## config.mk

```make
export PLATFORM = sky130hd
export DESIGN_NAME = padd_result_collect_flat
export DESIGN_NICKNAME = d
export VERILOG_FILES = /design/src/rtl/padd_pkg.sv /design/src/rtl/padd_result_collect_if.sv /design/src/rtl/padd_fifo.sv /design/src/rtl/padd_result_collect.sv /design/src/flat_wrapper.sv
export SDC_FILE = /design/constraint.sdc
export NUM_CORES = 1
export LEC_CHECK = 0
export ABC_AREA = 0
export CAP_MARGIN = 20
export CORE_ASPECT_RATIO = 1.25
export CORE_UTILIZATION = 45
export DETAILED_ROUTE_END_ITERATION = 8
export GPL_ROUTABILITY_DRIVEN = 0
export SLEW_MARGIN = 15
export SYNTH_ARGS = -nofsm -noshare
export SYNTH_HDL_FRONTEND = slang
export SYNTH_HIERARCHICAL = 1
export SYNTH_SLANG_ARGS = --single-unit
```

## constraint.sdc

```tcl
create_clock -name clk -period 13.8 [get_ports clk]
set_input_delay 4.14 -clock clk [delete_from_list [all_inputs] [get_ports clk]]
set_output_delay 4.14 -clock clk [all_outputs]
set_load 0.05 [all_outputs]
```

## src/rtl/padd_pkg.sv

```systemverilog
// Shared constants and the result record for the prefix-adder collect stage.
// Optional field: res_zero flag under PADD_COLLECT_ZERO_FLAG_EN.
package padd_pkg;

    localparam int PADD_WIDTH = 32;
    localparam int PADD_LAT   = 5;
    localparam int PADD_TAG_W = 4;
    localparam int PADD_DEPTH = 8;

    typedef struct packed {
        logic [PADD_WIDTH-1:0] sum;
        logic                  cout;
        logic [PADD_TAG_W-1:0] tag;
`ifdef PADD_COLLECT_ZERO_FLAG_EN
        logic                  zero;
`endif
    } padd_result_t;

    // Builds one FIFO entry from the adder output captured at the end of the pipe.
    function automatic padd_result_t padd_pack(
        input logic [PADD_WIDTH-1:0] sum,
        input logic                  cout,
        input logic [PADD_TAG_W-1:0] tag
    );
        padd_result_t r;
        r.sum  = sum;
        r.cout = cout;
        r.tag  = tag;
`ifdef PADD_COLLECT_ZERO_FLAG_EN
        r.zero = (sum == '0);
`endif
        return r;
    endfunction

endpackage

```

## src/rtl/padd_result_collect_if.sv

```systemverilog
// Issue, adder-return and result handshake bundle of padd_result_collect.
// res_zero exists only when PADD_COLLECT_ZERO_FLAG_EN is defined.
interface padd_result_collect_if #(
    parameter int WIDTH = padd_pkg::PADD_WIDTH,
    parameter int TAG_W = padd_pkg::PADD_TAG_W,
    parameter int DEPTH = padd_pkg::PADD_DEPTH
);

    // Both ports use valid/ready: a transfer happens on a clock edge where valid
    // and ready are both high; valid never depends combinationally on ready.
    logic                     issue_valid;
    logic [TAG_W-1:0]         issue_tag;
    logic                     issue_ready;
    logic [WIDTH-1:0]         sum_in;
    logic                     cout_in;
    logic                     res_valid;
    logic                     res_ready;
    logic [WIDTH-1:0]         res_sum;
    logic                     res_cout;
    logic [TAG_W-1:0]         res_tag;
    logic [$clog2(DEPTH):0]   res_count;

`ifdef PADD_COLLECT_ZERO_FLAG_EN
    logic                     res_zero;

    modport slave (
        input  issue_valid, issue_tag, sum_in, cout_in, res_ready,
        output issue_ready, res_valid, res_sum, res_cout, res_tag, res_count, res_zero
    );

    modport master (
        output issue_valid, issue_tag, sum_in, cout_in, res_ready,
        input  issue_ready, res_valid, res_sum, res_cout, res_tag, res_count, res_zero
    );
`else
    modport slave (
        input  issue_valid, issue_tag, sum_in, cout_in, res_ready,
        output issue_ready, res_valid, res_sum, res_cout, res_tag, res_count
    );

    modport master (
        output issue_valid, issue_tag, sum_in, cout_in, res_ready,
        input  issue_ready, res_valid, res_sum, res_cout, res_tag, res_count
    );
`endif

endinterface

```

## src/rtl/padd_fifo.sv

```systemverilog
// Synchronous result FIFO of padd_result_t entries with occupancy count.
// Entry layout follows padd_pkg (zero flag under PADD_COLLECT_ZERO_FLAG_EN).
module padd_fifo
    import padd_pkg::*;
#(
    parameter int DEPTH = PADD_DEPTH
) (
    input  logic                   clk,
    input  logic                   rst,
    input  logic                   i_push,
    input  padd_result_t           i_data,
    input  logic                   i_pop,
    output logic                   o_valid,
    output padd_result_t           o_data,
    output logic [$clog2(DEPTH):0] o_count
);

    localparam int PW = $clog2(DEPTH);
    localparam int CW = PW + 1;
    localparam logic [PW-1:0] PTR_ONE  = PW'(1);
    localparam logic [CW-1:0] CNT_ONE  = CW'(1);
    localparam logic [CW-1:0] FULL_CNT = CW'(DEPTH);

    padd_result_t  r_mem [DEPTH];
    logic [PW-1:0] r_wr_ptr;
    logic [PW-1:0] r_rd_ptr;
    logic [CW-1:0] r_count;

    logic w_empty;
    logic w_full;
    logic w_push;
    logic w_pop;

    assign w_empty = (r_count == '0);
    assign w_full  = (r_count == FULL_CNT);
    assign w_pop   = i_pop & ~w_empty;
    // A pop in the same edge frees the slot, so a full FIFO may still accept.
    assign w_push  = i_push & (~w_full | w_pop);

    always_ff @(posedge clk or posedge rst) begin
        if (rst) begin
            r_wr_ptr <= '0;
            r_rd_ptr <= '0;
            r_count  <= '0;
            for (int i = 0; i < DEPTH; i++) begin
                r_mem[i] <= '0;
            end
        end else begin
            if (w_push) begin
                r_mem[r_wr_ptr] <= i_data;
                r_wr_ptr        <= r_wr_ptr + PTR_ONE;
            end
            if (w_pop) begin
                r_rd_ptr <= r_rd_ptr + PTR_ONE;
            end
            case ({w_push, w_pop})
                2'b10:   r_count <= r_count + CNT_ONE;
                2'b01:   r_count <= r_count - CNT_ONE;
                default: r_count <= r_count;
            endcase
        end
    end

    assign o_valid = ~w_empty;
    assign o_data  = r_mem[r_rd_ptr];
    assign o_count = r_count;

endmodule

```

## src/rtl/padd_result_collect.sv

```systemverilog
// Collect stage behind the fixed-latency prefix adder: valid/tag shadow pipe,
// credit-based issue_ready and a result FIFO. Option: PADD_COLLECT_ZERO_FLAG_EN.
module padd_result_collect
    import padd_pkg::*;
#(
    parameter int WIDTH = PADD_WIDTH,
    parameter int LAT   = PADD_LAT,
    parameter int DEPTH = PADD_DEPTH,
    parameter int TAG_W = PADD_TAG_W
) (
    input  logic                  clk,
    input  logic                  rst,
    padd_result_collect_if.slave  bus
);

    localparam int CW = $clog2(DEPTH) + 1;
    localparam logic [CW-1:0] USED_MAX = CW'(DEPTH);
    localparam logic [CW-1:0] USED_ONE = CW'(1);

    logic [LAT-1:0]            r_vld_sr;
    logic [LAT-1:0][TAG_W-1:0] r_tag_sr;
    logic [CW-1:0]             r_used;

    logic                      w_issue_ready;
    logic                      w_acc;
    logic                      w_pop;
    logic                      w_fifo_valid;
    logic [WIDTH-1:0]          w_sum_in;
    padd_result_t              w_capture;
    padd_result_t              w_head;
    logic [CW-1:0]             w_count;

    // Ready depends only on the registered credit count, never on res_ready.
    assign w_issue_ready = (r_used < USED_MAX);
    assign w_acc         = bus.issue_valid & w_issue_ready;
    assign w_pop         = w_fifo_valid & bus.res_ready;

    // The adder cannot stall, so the shadow pipe shifts every edge.
    always_ff @(posedge clk or posedge rst) begin
        if (rst) begin
            r_vld_sr <= '0;
            r_tag_sr <= '0;
        end else begin
            r_vld_sr <= {r_vld_sr[LAT-2:0], w_acc};
            r_tag_sr <= {r_tag_sr[LAT-2:0], bus.issue_tag};
        end
    end

    // Credits cover both in-flight adds and buffered results.
    always_ff @(posedge clk or posedge rst) begin
        if (rst) begin
            r_used <= '0;
        end else begin
            case ({w_acc, w_pop})
                2'b10:   r_used <= r_used + USED_ONE;
                2'b01:   r_used <= r_used - USED_ONE;
                default: r_used <= r_used;
            endcase
        end
    end

    assign w_sum_in  = bus.sum_in;
    assign w_capture = padd_pack(w_sum_in, bus.cout_in, r_tag_sr[LAT-1]);

    padd_fifo #(
        .DEPTH (DEPTH)
    ) u_fifo (
        .clk     (clk),
        .rst     (rst),
        .i_push  (r_vld_sr[LAT-1]),
        .i_data  (w_capture),
        .i_pop   (w_pop),
        .o_valid (w_fifo_valid),
        .o_data  (w_head),
        .o_count (w_count)
    );

    assign bus.issue_ready = w_issue_ready;
    assign bus.res_valid   = w_fifo_valid;
    assign bus.res_sum     = w_head.sum;
    assign bus.res_cout    = w_head.cout;
    assign bus.res_tag     = w_head.tag;
    assign bus.res_count   = w_count;
`ifdef PADD_COLLECT_ZERO_FLAG_EN
    assign bus.res_zero    = w_head.zero;
`endif

endmodule

```

## src/flat_wrapper.sv

```systemverilog
// flat-port wrapper written by rule: the top's interface ports become plain ports
module padd_result_collect_flat import padd_pkg::*;
#(
    parameter int WIDTH = PADD_WIDTH,
    parameter int LAT   = PADD_LAT,
    parameter int DEPTH = PADD_DEPTH,
    parameter int TAG_W = PADD_TAG_W
)
  (clk, rst, bus_issue_valid, bus_issue_tag, bus_sum_in, bus_cout_in, bus_res_ready, bus_issue_ready, bus_res_valid, bus_res_sum, bus_res_cout, bus_res_tag, bus_res_count);
  padd_result_collect_if #(.WIDTH(WIDTH), .TAG_W(TAG_W), .DEPTH(DEPTH)) bus_i ();
  input  logic clk;
  input  logic rst;
  input wire logic [$bits(bus_i.issue_valid)-1:0] bus_issue_valid;
  input wire logic [$bits(bus_i.issue_tag)-1:0] bus_issue_tag;
  input wire logic [$bits(bus_i.sum_in)-1:0] bus_sum_in;
  input wire logic [$bits(bus_i.cout_in)-1:0] bus_cout_in;
  input wire logic [$bits(bus_i.res_ready)-1:0] bus_res_ready;
  output wire logic [$bits(bus_i.issue_ready)-1:0] bus_issue_ready;
  output wire logic [$bits(bus_i.res_valid)-1:0] bus_res_valid;
  output wire logic [$bits(bus_i.res_sum)-1:0] bus_res_sum;
  output wire logic [$bits(bus_i.res_cout)-1:0] bus_res_cout;
  output wire logic [$bits(bus_i.res_tag)-1:0] bus_res_tag;
  output wire logic [$bits(bus_i.res_count)-1:0] bus_res_count;
  assign bus_i.issue_valid = bus_issue_valid;
  assign bus_i.issue_tag = bus_issue_tag;
  assign bus_i.sum_in = bus_sum_in;
  assign bus_i.cout_in = bus_cout_in;
  assign bus_i.res_ready = bus_res_ready;
  assign bus_issue_ready = bus_i.issue_ready;
  assign bus_res_valid = bus_i.res_valid;
  assign bus_res_sum = bus_i.res_sum;
  assign bus_res_cout = bus_i.res_cout;
  assign bus_res_tag = bus_i.res_tag;
  assign bus_res_count = bus_i.res_count;
  padd_result_collect #(.WIDTH(WIDTH), .LAT(LAT), .DEPTH(DEPTH), .TAG_W(TAG_W)) u_core (.clk(clk), .rst(rst), .bus(bus_i));
endmodule
```

==> insert_results.sql <==
INSERT INTO impl_metrics (metric_group, metric, value, unit) VALUES
('outcome', 'run_status', 'complete, no violations', ''),
('grt', 'grt_pass1_wl', '47960', 'µm'),
('sta', 'maxSlewViolCount', '0', ''),
('setup_path', 'crit_family', 'buffers and inverters', ''),
('logic_synthesis', 'most_common_cell_in_the_synthesized_netlist', 'sky130_fd_sc_hd__dfrtp_1', ''),
('clock_network', 'count_of_hold_fix_buffers_inserted_at_cts', '0', ''),
('power', 'p_int', '3.098', 'mW'),
('logic_synthesis', 'ys_ff_latch', '335', ''),
('setup_path', 'rr_worst_depth', '9', ''),
('logic_synthesis', 'synth_async_sr_flop_share', '1.000', ''),
('placed_design', 'placement.io_buffers', '83', ''),
('clock_network', 'clock-sinks', '335', ''),
('logic_synthesis', 'edff_count_synth', '0', ''),
('finish', 'total_area_of_multi_input_combinational_cells', '6030', 'µm²'),
('logic_synthesis', 'post_synth_num_cell_types', '32', ''),
('setup_path', 'worstPathBufferInverterCount', '2', ''),
('floorplanning', 'starting_density', '0.4607', ''),
('sta', 'final_min_period_over_clock_period', '0.5755', ''),
('finish', 'share_of_layout_cells_above_drive_strength_1', '0.5072', ''),
('run', 'max_cap_violations', '0', ''),
('clock_network', 'clock_buffer_count_from_cts', '37', ''),
('placed_design', 'placedInstanceArea', '15920', 'µm²'),
('setup_path', 'reg2reg_to', 'u_core/u_fifo/r_mem[190]', ''),
('clock_network', 'cts.htree.levels', '2', ''),
('sta', 'hold_viol', '0', ''),
('sta', 'final-setup-viol-count', '0', ''),
('setup_path', 'path_max_fanout', '39', ''),
('clock_network', 'post_cts_buffers', '0', ''),
('logic_synthesis', 'synthFlopType', 'sky130_fd_sc_hd__dfrtp_1', ''),
('detailed_routing', 'firstDrtPassIters', '4', ''),
('logic_synthesis', 'ys_seq_area_frac', '0.5692', ''),
('sta', 'timing_worst_slew_pin_value', '945.7', 'ps'),
('floorplanning', 'floorplan.die.width', '163.8', 'µm'),
('logic_synthesis', 'ys_top_cells_by_count', 'sky130_fd_sc_hd__dfrtp_1 (335), sky130_fd_sc_hd__mux2_2 (306), sky130_fd_sc_hd__mux4_2 (74)', ''),
('detailed_routing', 'routed_wire_length_per_instance', '21.62', 'µm'),
('sta', 'fmax', '125.9', 'MHz'),
('floorplanning', 'vertical_die_dimension', '204.3', 'µm'),
('floorplanning', 'dieArea', '33460', 'µm²'),
('setup_path', 'timing.critical_path.to_type', 'primary output', ''),
('logic_synthesis', 'synth_top_cells_by_area', 'sky130_fd_sc_hd__dfrtp_1 (57%), sky130_fd_sc_hd__mux2_2 (23%), sky130_fd_sc_hd__mux4_2 (11%)', ''),
('logic_synthesis', 'synth.net_count', '914', ''),
('finish', 'syn_to_final_growth', '16.90', '%'),
('power', 'power.static_leakage', '7.729', 'nW'),
('detailed_routing', 'ant_nets', '0', ''),
('grt', 'grt_start_max_net_pins', '164', ''),
('floorplanning', 'rows', '73', ''),
('clock_network', 'worst_path_clk_slew', '60', 'ps'),
('power', 'clock_power_share', '0.210', ''),
('grt', 'antenna_violations_before_repair', '0', ''),
('finish', 'layout.cell_area.non_filler', '17220', 'µm²'),
('detailed_routing', 'via_per_inst', '5.529', ''),
('floorplanning', 'io-pin-count', '84', ''),
('min_path', 'worstHoldPathCells', '0', ''),
('grt', 'groute.usage.overall', '0.1888', ''),
('power', 'netSwitchingPower', '1.619', 'mW'),
('floorplanning', 'core_region_area', '31970', 'µm²'),
('logic_synthesis', 'synthesis.instances', '865', ''),
('setup_path', 'rr_startpoint', 'u_core/u_fifo/o_count[2]', ''),
('placed_design', 'dp_hpwl', '16420', 'µm'),
('power', 'peakVddDrop', '219.6', 'µV'),
('finish', 'final_nets', '999', ''),
('logic_synthesis', 'netlist_area', '14730', 'µm²'),
('clock_network', 'cts_tree', 'yes', ''),
('sta', 'final.min_clock_period', '7941', 'ps'),
('setup_path', 'max_stage_delay', '890', 'ps'),
('sta', 'grt_setup_unrepaired', 'false', ''),
('clock_network', 'worst_skew_pair_later_pin_latency', '520', 'ps'),
('sta', 'final.setup_skew', '24.02', 'ps'),
('detailed_routing', 'route.detailed.drc', '0', ''),
('detailed_routing', 'vias', '7674', ''),
('logic_synthesis', 'netlist.area_leader.share', '0.5692', '');
-- registers in the layout (all words and copies together), names as in the netlist --
name / count
u_core/r_tag_sr: 20
u_core/r_vld_sr: 5
u_core/u_fifo/r_mem: 296
u_core/r_used: 4
u_core/u_fifo/r_wr_ptr: 3
u_core/u_fifo/o_count: 4
u_core/u_fifo/r_rd_ptr: 3
-- per-stage QoR --
step | util | total power, mW | setup WS, ps | hold WS (ps) | std cells
after floorplan | - | 3.225 | 1201 | 331.2 | 865
after global placement | 0.4977 | 3.731 | 6310 | 331.4 | 1319
after detailed placement | 0.4981 | 3.767 | 6303 | 334.7 | 1320
after CTS | 0.5365 | 4.777 | 5742 | 348.1 | 1385
after global routing | 0.5386 | 4.976 | 5621 | 354.0 | 1388
final | 0.5386 | 4.717 | 5859 | 346.2 | 1388
-- cells in the final DEF (no fill, tap or decap), types with 3 or more instances in the layout --
cell type                           n
sky130_fd_sc_hd__clkdlybuf4s50_1   83
sky130_fd_sc_hd__clkinv_2           8
sky130_fd_sc_hd__mux2_4            30
sky130_fd_sc_hd__nor2_1             4
sky130_fd_sc_hd__xnor2_1            8
sky130_fd_sc_hd__a21oi_1            4
sky130_fd_sc_hd__clkbuf_16         39
sky130_fd_sc_hd__nand2b_1           3
sky130_fd_sc_hd__buf_4             12
sky130_fd_sc_hd__mux2_2           306
sky130_fd_sc_hd__xor2_1             6
sky130_fd_sc_hd__nand2_1            6
sky130_fd_sc_hd__ha_1               8
sky130_fd_sc_hd__clkbuf_8           6
sky130_fd_sc_hd__inv_1              4
sky130_fd_sc_hd__mux4_2            74
sky130_fd_sc_hd__nand4b_1           3
sky130_fd_sc_hd__bufinv_16          3
sky130_fd_sc_hd__clkbuf_1           8
sky130_fd_sc_hd__dfrtp_1          332
-- cell families after synthesis --
| family | share of synthesized area |
|---|---|
| adder cells (fa/ha/maj) | 0.006797 |
| AND/OR/NAND/NOR | 0.01113 |
| AO/OA/AOI/OAI | 0.004843 |
| flip-flops | 0.5692 |
| multiplexers | 0.3777 |
| XOR/XNOR | 0.008326 |
| buffers and inverters | 0.02200 |
-- final cells by class --
cell class,instances,share of cell area
inverters,7,0.001962
clock buffers,53,0.06323
repair buffers,100,0.05916
well taps,412,0.02994
flip-flops and latches,335,0.4874
multi-input cells,469,0.3502
clock inverters,12,0.008067
-- power groups by stage --
stage,Combinational [mW],Sequential (mW),Clock (mW)
2_1_floorplan,1.63,1.60,0
3_3_place_gp,2.04,1.69,0
3_5_place_dp,2.06,1.70,0
4_1_cts,2.07,1.69,1.02
5_1_grt,2.17,1.75,1.06
6_report,2.04,1.69,0.988
-- metal layers --
metal	wire length, µm	share of wire	GRT usage
met5	0	0	0
met1	13320	0.44	0.2531
met2	15220	0.51	0.3214
met3	926	0.031	0.02780
met4	538	0.018	0.04729
-- how the worst max path moves through the flow --
stage	start	to	slack [ps]
CTS	u_core/u_fifo/r_rd_ptr[0]	bus_res_sum[30]	5740
finish	u_core/u_fifo/r_rd_ptr[0]	bus_res_tag[0]	5860
detailed placement	u_core/u_fifo/r_rd_ptr[0]	bus_res_sum[30]	6300
global placement	u_core/u_fifo/r_rd_ptr[0]	bus_res_sum[2]	6310
floorplan	rst	u_core/u_fifo/o_count[0]	1200
global route	u_core/u_fifo/r_rd_ptr[0]	bus_res_tag[0]	5620
-- worst reg2reg max path: stages, from the launching register on --
cell	delay, ps
sky130_fd_sc_hd__dfrtp_1	450
sky130_fd_sc_hd__or3_1	430
sky130_fd_sc_hd__nand2b_1	230
sky130_fd_sc_hd__and2_1	260
sky130_fd_sc_hd__nand2b_1	170
sky130_fd_sc_hd__o21a_1	290
sky130_fd_sc_hd__inv_2	160
sky130_fd_sc_hd__or4b_2	620
sky130_fd_sc_hd__buf_4	520
sky130_fd_sc_hd__mux2_2	390
Note: power is estimated with default switching activity, not from simulation.
